File: config.mk
export PLATFORM = sky130hd
export DESIGN_NAME = iq_phase_detector_flat
export DESIGN_NICKNAME = d
export VERILOG_FILES = /design/src/rtl/iq_phase_detector_if.sv /design/src/rtl/iq_phase_detector.sv /design/src/flat_wrapper.sv
export SDC_FILE = /design/constraint.sdc
export NUM_CORES = 2
export LEC_CHECK = 0
export BUFFER_PORTS_ARGS = -buffer_cell sky130_fd_sc_hd__buf_2
export CORE_ASPECT_RATIO = 0.8
export CORE_MARGIN = 8
export CORE_UTILIZATION = 25
export CTS_CLUSTER_DIAMETER = 100
export DETAILED_ROUTE_END_ITERATION = 8
export PLACE_DENSITY_LB_ADDON = 0.3
export RECOVER_POWER = 100
export REMOVE_ABC_BUFFERS = 1
export SETUP_SLACK_MARGIN = 0.3
export SLEW_MARGIN = 20
export SYNTH_ARGS = -nofsm -noshare
export SYNTH_HDL_FRONTEND = slang
export SYNTH_SLANG_ARGS = --single-unit
File: constraint.sdc
create_clock -name clk -period 41.9 [get_ports clk]
set_clock_uncertainty 0.1 [all_clocks]
set_input_delay 4.19 -clock clk [delete_from_list [all_inputs] [get_ports clk]]
set_output_delay 4.19 -clock clk [all_outputs]
set_load 0.01 [all_outputs]
File: src/rtl/iq_phase_detector_if.sv
// Sample/result bundle for the IQ phase detector.
//
// Flow semantics: there is no backpressure. A sample is taken on a rising
// clock edge where en=1 and in_valid=1. A result is presented while
// out_valid=1 and is consumed on the first rising edge where en=1. While
// en=0 every output, including out_valid, holds its value.
interface iq_phase_detector_if #(
    parameter int DW = 12,
    parameter int PW = 32
);
    logic                 en;
    logic                 in_valid;
    logic signed [DW-1:0] i_in;
    logic signed [DW-1:0] q_in;
    logic [PW-1:0]        phase_out;
    logic [DW+1:0]        mag_out;
    logic [PW-1:0]        freq_out;
    logic                 out_valid;

    // Sample source side (upstream mixer/filter or a testbench)
    modport master (
        output en,
        output in_valid,
        output i_in,
        output q_in,
        input  phase_out,
        input  mag_out,
        input  freq_out,
        input  out_valid
    );

    // Detector side
    modport slave (
        input  en,
        input  in_valid,
        input  i_in,
        input  q_in,
        output phase_out,
        output mag_out,
        output freq_out,
        output out_valid
    );
endinterface

File: src/rtl/iq_phase_detector.sv
// Quadrature phase/magnitude/frequency detector: a fully pipelined CORDIC in
// vectoring mode. Phase and frequency use the DDS scaling (full circle =
// 2^PW). Magnitude carries the uncompensated CORDIC gain (~1.6468).
module iq_phase_detector #(
    parameter int DW   = 12,
    parameter int PW   = 32,
    parameter int ITER = 16
) (
    input logic                clk,
    input logic                rst,
    iq_phase_detector_if.slave bus
);
    // Datapath: sign bit, DW-1 magnitude bits, gain growth headroom and two
    // guard fraction bits.
    localparam int  XW = DW + 4;
    localparam real PI = 3.14159265358979323846;

    // Elaboration-time arctangent table entry: round(atan(2^-k)/(2*pi) * 2^PW).
    function automatic logic [PW-1:0] atan_entry(input int k);
        real    t;
        real    scale;
        real    r;
        longint n;
        t = 1.0;
        for (int j = 0; j < k; j++) begin
            t = t / 2.0;
        end
        scale = 1.0;
        for (int j = 0; j < PW; j++) begin
            scale = scale * 2.0;
        end
        r = $atan(t) / (2.0 * PI) * scale;
        n = longint'(r);
        return n[PW-1:0];
    endfunction

    logic [PW-1:0] atan_tab [0:ITER-1];

    for (genvar k = 0; k < ITER; k++) begin : g_atan
        assign atan_tab[k] = atan_entry(k);
    end

    // ------------------------------------------------------------------
    // Input conditioning and quadrant fold
    // ------------------------------------------------------------------
    logic signed [XW-1:0] i_ext;
    logic signed [XW-1:0] q_ext;
    logic signed [XW-1:0] fold_x;
    logic signed [XW-1:0] fold_y;
    logic [PW-1:0]        fold_z;
    logic                 fold_zero;

    // Sign-extend by two and append two guard fraction bits. Negating the
    // most negative input is exact at this width.
    assign i_ext = {{2{bus.i_in[DW-1]}}, bus.i_in, 2'b00};
    assign q_ext = {{2{bus.q_in[DW-1]}}, bus.q_in, 2'b00};

    // Rotate left-half-plane vectors by 180 degrees so the micro-rotations
    // only have to cover +/-90 degrees.
    always_comb begin
        fold_x    = i_ext;
        fold_y    = q_ext;
        fold_z    = '0;
        fold_zero = (bus.i_in == '0) && (bus.q_in == '0);
        if (bus.i_in[DW-1]) begin
            fold_x = -i_ext;
            fold_y = -q_ext;
            fold_z = {1'b1, {(PW-1){1'b0}}};
        end
    end

    // ------------------------------------------------------------------
    // Micro-rotation pipeline
    // Index k of x_q/y_q/z_q/v_q/zf_q is the input of micro-rotation k;
    // index ITER is the final CORDIC result.
    // ------------------------------------------------------------------
    logic signed [XW-1:0] x_q  [0:ITER];
    logic signed [XW-1:0] y_q  [0:ITER];
    logic [PW-1:0]        z_q  [0:ITER];
    logic                 v_q  [0:ITER];
    logic                 zf_q [0:ITER];

    logic signed [XW-1:0] rot_x [0:ITER-1];
    logic signed [XW-1:0] rot_y [0:ITER-1];
    logic [PW-1:0]        rot_z [0:ITER-1];

    // Each stage drives y toward zero, accumulating the rotated angle in z.
    // Both x and y updates use the stage's incoming x/y.
    always_comb begin
        for (int k = 0; k < ITER; k++) begin
            rot_x[k] = x_q[k];
            rot_y[k] = y_q[k];
            rot_z[k] = z_q[k];
            if (!y_q[k][XW-1]) begin
                rot_x[k] = x_q[k] + (y_q[k] >>> k);
                rot_y[k] = y_q[k] - (x_q[k] >>> k);
                rot_z[k] = z_q[k] + atan_tab[k];
            end else begin
                rot_x[k] = x_q[k] - (y_q[k] >>> k);
                rot_y[k] = y_q[k] + (x_q[k] >>> k);
                rot_z[k] = z_q[k] - atan_tab[k];
            end
        end
    end

    // Pipeline registers: fold stage followed by ITER rotation stages,
    // advancing together only on enabled clocks.
    always_ff @(posedge clk or posedge rst) begin
        if (rst) begin
            for (int k = 0; k <= ITER; k++) begin
                x_q[k]  <= '0;
                y_q[k]  <= '0;
                z_q[k]  <= '0;
                v_q[k]  <= 1'b0;
                zf_q[k] <= 1'b0;
            end
        end else if (bus.en) begin
            x_q[0]  <= fold_x;
            y_q[0]  <= fold_y;
            z_q[0]  <= fold_z;
            v_q[0]  <= bus.in_valid;
            zf_q[0] <= fold_zero;
            for (int k = 0; k < ITER; k++) begin
                x_q[k+1]  <= rot_x[k];
                y_q[k+1]  <= rot_y[k];
                z_q[k+1]  <= rot_z[k];
                v_q[k+1]  <= v_q[k];
                zf_q[k+1] <= zf_q[k];
            end
        end
    end

    // ------------------------------------------------------------------
    // Output stage: phase, magnitude and phase difference
    // ------------------------------------------------------------------
    logic [PW-1:0]   phase_new;
    logic [PW-1:0]   freq_new;
    logic [PW-1:0]   phase_r;
    logic [DW+1:0]   mag_r;
    logic [PW-1:0]   freq_r;
    logic            valid_r;
    logic [PW-1:0]   prev_phase;
    logic            first_flag;

    // A zero vector has no defined angle; report 0 rather than whatever the
    // rotations happened to accumulate. The first result after reset has no
    // predecessor, so its frequency is 0.
    always_comb begin
        phase_new = zf_q[ITER] ? '0 : z_q[ITER];
        freq_new  = first_flag ? '0 : (phase_new - prev_phase);
    end

    // Result registers; only a valid sample updates the outputs and the
    // phase history, so bubbles never disturb the frequency reference.
    always_ff @(posedge clk or posedge rst) begin
        if (rst) begin
            phase_r    <= '0;
            mag_r      <= '0;
            freq_r     <= '0;
            valid_r    <= 1'b0;
            prev_phase <= '0;
            first_flag <= 1'b1;
        end else if (bus.en) begin
            valid_r <= v_q[ITER];
            if (v_q[ITER]) begin
                phase_r    <= phase_new;
                mag_r      <= x_q[ITER][XW-1:2];
                freq_r     <= freq_new;
                prev_phase <= phase_new;
                first_flag <= 1'b0;
            end
        end
    end

    assign bus.phase_out = phase_r;
    assign bus.mag_out   = mag_r;
    assign bus.freq_out  = freq_r;
    assign bus.out_valid = valid_r;

endmodule

File: src/flat_wrapper.sv
// flat-port wrapper written by rule: the top's interface ports become plain ports
module iq_phase_detector_flat 
#(
    parameter int DW   = 12,
    parameter int PW   = 32,
    parameter int ITER = 16
)
  (clk, rst, bus_en, bus_in_valid, bus_i_in, bus_q_in, bus_phase_out, bus_mag_out, bus_freq_out, bus_out_valid);
  iq_phase_detector_if #(.DW(DW), .PW(PW)) bus_i ();
  input logic clk;
  input logic rst;
  input wire logic [$bits(bus_i.en)-1:0] bus_en;
  input wire logic [$bits(bus_i.in_valid)-1:0] bus_in_valid;
  input wire logic [$bits(bus_i.i_in)-1:0] bus_i_in;
  input wire logic [$bits(bus_i.q_in)-1:0] bus_q_in;
  output wire logic [$bits(bus_i.phase_out)-1:0] bus_phase_out;
  output wire logic [$bits(bus_i.mag_out)-1:0] bus_mag_out;
  output wire logic [$bits(bus_i.freq_out)-1:0] bus_freq_out;
  output wire logic [$bits(bus_i.out_valid)-1:0] bus_out_valid;
  assign bus_i.en = bus_en;
  assign bus_i.in_valid = bus_in_valid;
  assign bus_i.i_in = bus_i_in;
  assign bus_i.q_in = bus_q_in;
  assign bus_phase_out = bus_i.phase_out;
  assign bus_mag_out = bus_i.mag_out;
  assign bus_freq_out = bus_i.freq_out;
  assign bus_out_valid = bus_i.out_valid;
  iq_phase_detector #(.DW(DW), .PW(PW), .ITER(ITER)) u_core (.clk(clk), .rst(rst), .bus(bus_i));
endmodule
==> impl_metrics.py <==
metrics = {
    "setup_path": {
        "critPathKind": "input port to async pin",
        "cp_slowest_stage_delay_ns": 2.85,
        "crit_arrival_ns": 19.14,
        "cp_top_family": "buffers and inverters",
        "crit_required_ns": 41.75,
        "path_buf_inv": 7,
        "crit_path_top_delay_cell": "clkbuf_1",
        "critPathLaunchType": "input port",
        "path_max_fanout": 87,
        "crit_top_cell": "clkbuf_1",
        "crit_chain": "clkbuf_1 -> clkinvlp_2 -> clkbuf_1 -> clkbuf_1 -> clkbuf_1 -> clkbuf_1 -> clkbuf_1",
        "end_kind": "async pin",
    },
    "synthesis": {
        "yosysMostFrequentCell": "dfrtp_1",
        "yosysTopAreaCellShare_pct": 31.43,
        "synth_enable_flop_cells": 0,
        "synthFlopType": "dfrtp_1",
        "postSynthCellCount": 9138,
        "ys_top_cells_by_area": "dfrtp_1, ha_1, mux2_2",
        "synth_top_cell_by_area": "dfrtp_1",
        "synth.ff_latch_count": 1067,
        "synth-seq-area-share_pct": 31.46,
        "syn-cell-area_um2": 84870,
        "yosys.cell_types.count": 94,
        "synthArstFlopShare_pct": 100.0,
        "synth_common_cells": "dfrtp_1, ha_1, a21oi_1",
        "avgSynthCellArea_um2": 9.288,
        "ys_warn_count": 0,
    },
    "status": {
        "failed_checks": "max-capacitance violations, max-slew violations",
        "status": "finished, violations left",
    },
    "timing": {
        "fin_setup_tns_ns": 0,
        "clock.fmax_mhz": 51.82,
        "finalCritPeriodShare_pct": 46.05,
        "rsz0062_at_grt": "no",
        "period_minus_slack_ns": 19.30,
        "hold_viol_final": 0,
        "tightest_slew_ns": 8.529,
        "drv_slew": 2632,
        "setup_viol": 0,
        "relSlewSlack_pct": -468.6,
        "timing.hold.ws_ns": 0.3734,
    },
    "route": {
        "ant_nets": 0,
        "firstDrtPassIters": 6,
        "dr_wl_met2_um": 80200,
        "viasPerCell": 4.668,
        "top_layer_used": "met4",
        "routedWlPerCell_um": 14.70,
        "detail_route.iter0.violations": 3463,
        "routed_wl_um": 202900,
        "m1WireLength_um": 112900,
        "vias": 64460,
        "drc": 0,
        "wl_met3_um": 6850,
    },
    "cells_and_area": {
        "syn2layout_area_growth_pct": 11.33,
        "stdcell_count": 13810,
        "final_nets": 10210,
        "final_core_util_pct": 27.94,
        "layout-drive-gt1-share_pct": 10.75,
    },
    "clocking": {
        "cts.clk_slew.worst_paths_ns": 0.06,
        "cts_tree": "yes",
        "clk-insertion-delay-late_ns": 0.76,
        "htreeDepth": 3,
        "root_buffer": "clkbuf_16",
        "cts-hold-fix-buffers": 0,
        "cts_resized": 0,
        "cts_buffer_depth": 3,
        "clock-sinks": 1067,
        "cts_setup_buffers": 0,
        "cts_buffers": 117,
    },
    "global_routing": {
        "grt_max_degree": 181,
        "grt_antenna_before_repair": 4,
        "grt_usage_pct": 11.10,
        "grt_pass1_wl_um": 340000,
        "grt_pass1_vias": 62170,
        "overflow": 0,
    },
    "placed_design": {
        "hpwl_um": 152700,
        "post-place-cells": 13590,
        "gp_congestion": 0.7785,
        "port_buffers": 106,
    },
    "floorplanning": {
        "std_cell_rows": 191,
        "die_h_um": 537.1,
        "initial_utilization_pct": 25.10,
        "dieWidth_um": 667.4,
        "io_pins": 107,
        "core_area_um2": 338200,
        "die_area_um2": 358500,
    },
    "worst_hold_path": {
        "hold_path_class": "flip-flop to flip-flop",
    },
    "job": {
        "drv_cap": 37,
    },
}
-- sequential cells by signal (all words and copies together) (netlist names) --
signal	count
u_core.bus.freq_out	32
u_core.bus.mag_out	14
u_core.bus.out_valid	1
u_core.first_flag	1
u_core.prev_phase	32
u_core.v_q	17
u_core.x_q	263
u_core.y_q	236
u_core.z_q	454
u_core.zf_q	17
-- layout by cell type (no fill, tap or decap), types with 68 or more instances in the layout --
master	n
xor2_1	249
ha_1	968
o21bai_1	169
o211ai_1	105
nand3_1	172
o31ai_1	82
xnor2_1	645
a211oi_1	94
inv_1	523
a21o_1	260
o21ai_0	412
nand2_1	491
nor3_1	251
clkbuf_1	139
nor2_1	670
a21oi_1	807
a31oi_1	107
o21a_1	68
and3_1	86
mux2_2	651
dfrtp_1	1066
or3_1	88
clkbuf_16	118
nand2b_1	75
nor2b_1	122
-- routing by layer --
metal / global-route usage, % / vias to the layer above
met5: 0 / -
met4: 1.789 / 0
met3: 1.358 / 180
met2: 16.08 / 755
met1: 17.53 / 30220
li1: - / 33310
-- kinds of logic (layout without fill, tap and decap cells) --
family / count (synthesis) / after routing / synth area share, %
buffers and inverters: 785 / 918 / 3.472
muxes: 705 / 705 / 9.275
other: 0 / 2 / 0
AOI/OAI and AO/OA: 2475 / 2475 / 18.85
adders and majority gates: 1013 / 1013 / 15.33
and+or+nand+nor: 2198 / 2198 / 12.36
xor gates and xnor gates: 895 / 895 / 9.254
DFF: 1067 / 1067 / 31.46
-- path summary, 6_finish.rpt --
kind / end / slack, ns / startpoint / cells after the start
hold / removal: u_core.bus.freq_out[3]$_DFFE_PP0P_ / 0.37 / u_core.bus.freq_out[3]$_DFFE_PP0P_ / 2
hold reg to reg: u_core.bus.freq_out[3]$_DFFE_PP0P_ / 0.37 / u_core.bus.freq_out[3]$_DFFE_PP0P_ / 2
max in group clk: u_core.z_q[57]$_DFFE_PP0P_ / 23.76 / bus_en / 8
setup / recovery: u_core.x_q[223]$_DFFE_PP0P_ / 22.60 / rst / 7
setup reg to reg: u_core.bus.freq_out[7]$_DFFE_PP0P_ / 37.17 / u_core.v_q[0]$_DFFE_PP0P_ / 5
min in group asynchronous: u_core.zf_q[2]$_DFFE_PP0P_ / 4.61 / rst / 2
-- worst reg2reg max path, stage by stage, from the launching register on --
cell,delay [ns]
dfrtp_1,0.38
nand2_1,0.91
clkbuf_1,2.06
nor2_1,0.17
clkbuf_1,0.56
a32o_1,0.40
-- cell type report --
class,instances,area (um2)
inverter,530,1992
antenna,2,5.005
fill,36060,243700
clock inverter,45,630.6
tap,4535,5674
sequential,1067,26700
timing repair buffer,171,785.8
clock buffer,172,3466
multi-input combinational,7286,55230
-- through the flow --
stage	cell area, um2	worst slack (ns)
6_report	94480	22.60
5_1_grt	94480	19.48
4_1_cts	94770	33.50
3_5_place_dp	90680	32.69
3_3_place_gp	90680	32.74
2_1_floorplan	83910	7.576
Power is left out: the tool's default activity adds up to more than one toggle a clock period on the data nets, which glitch-free logic cannot reach.
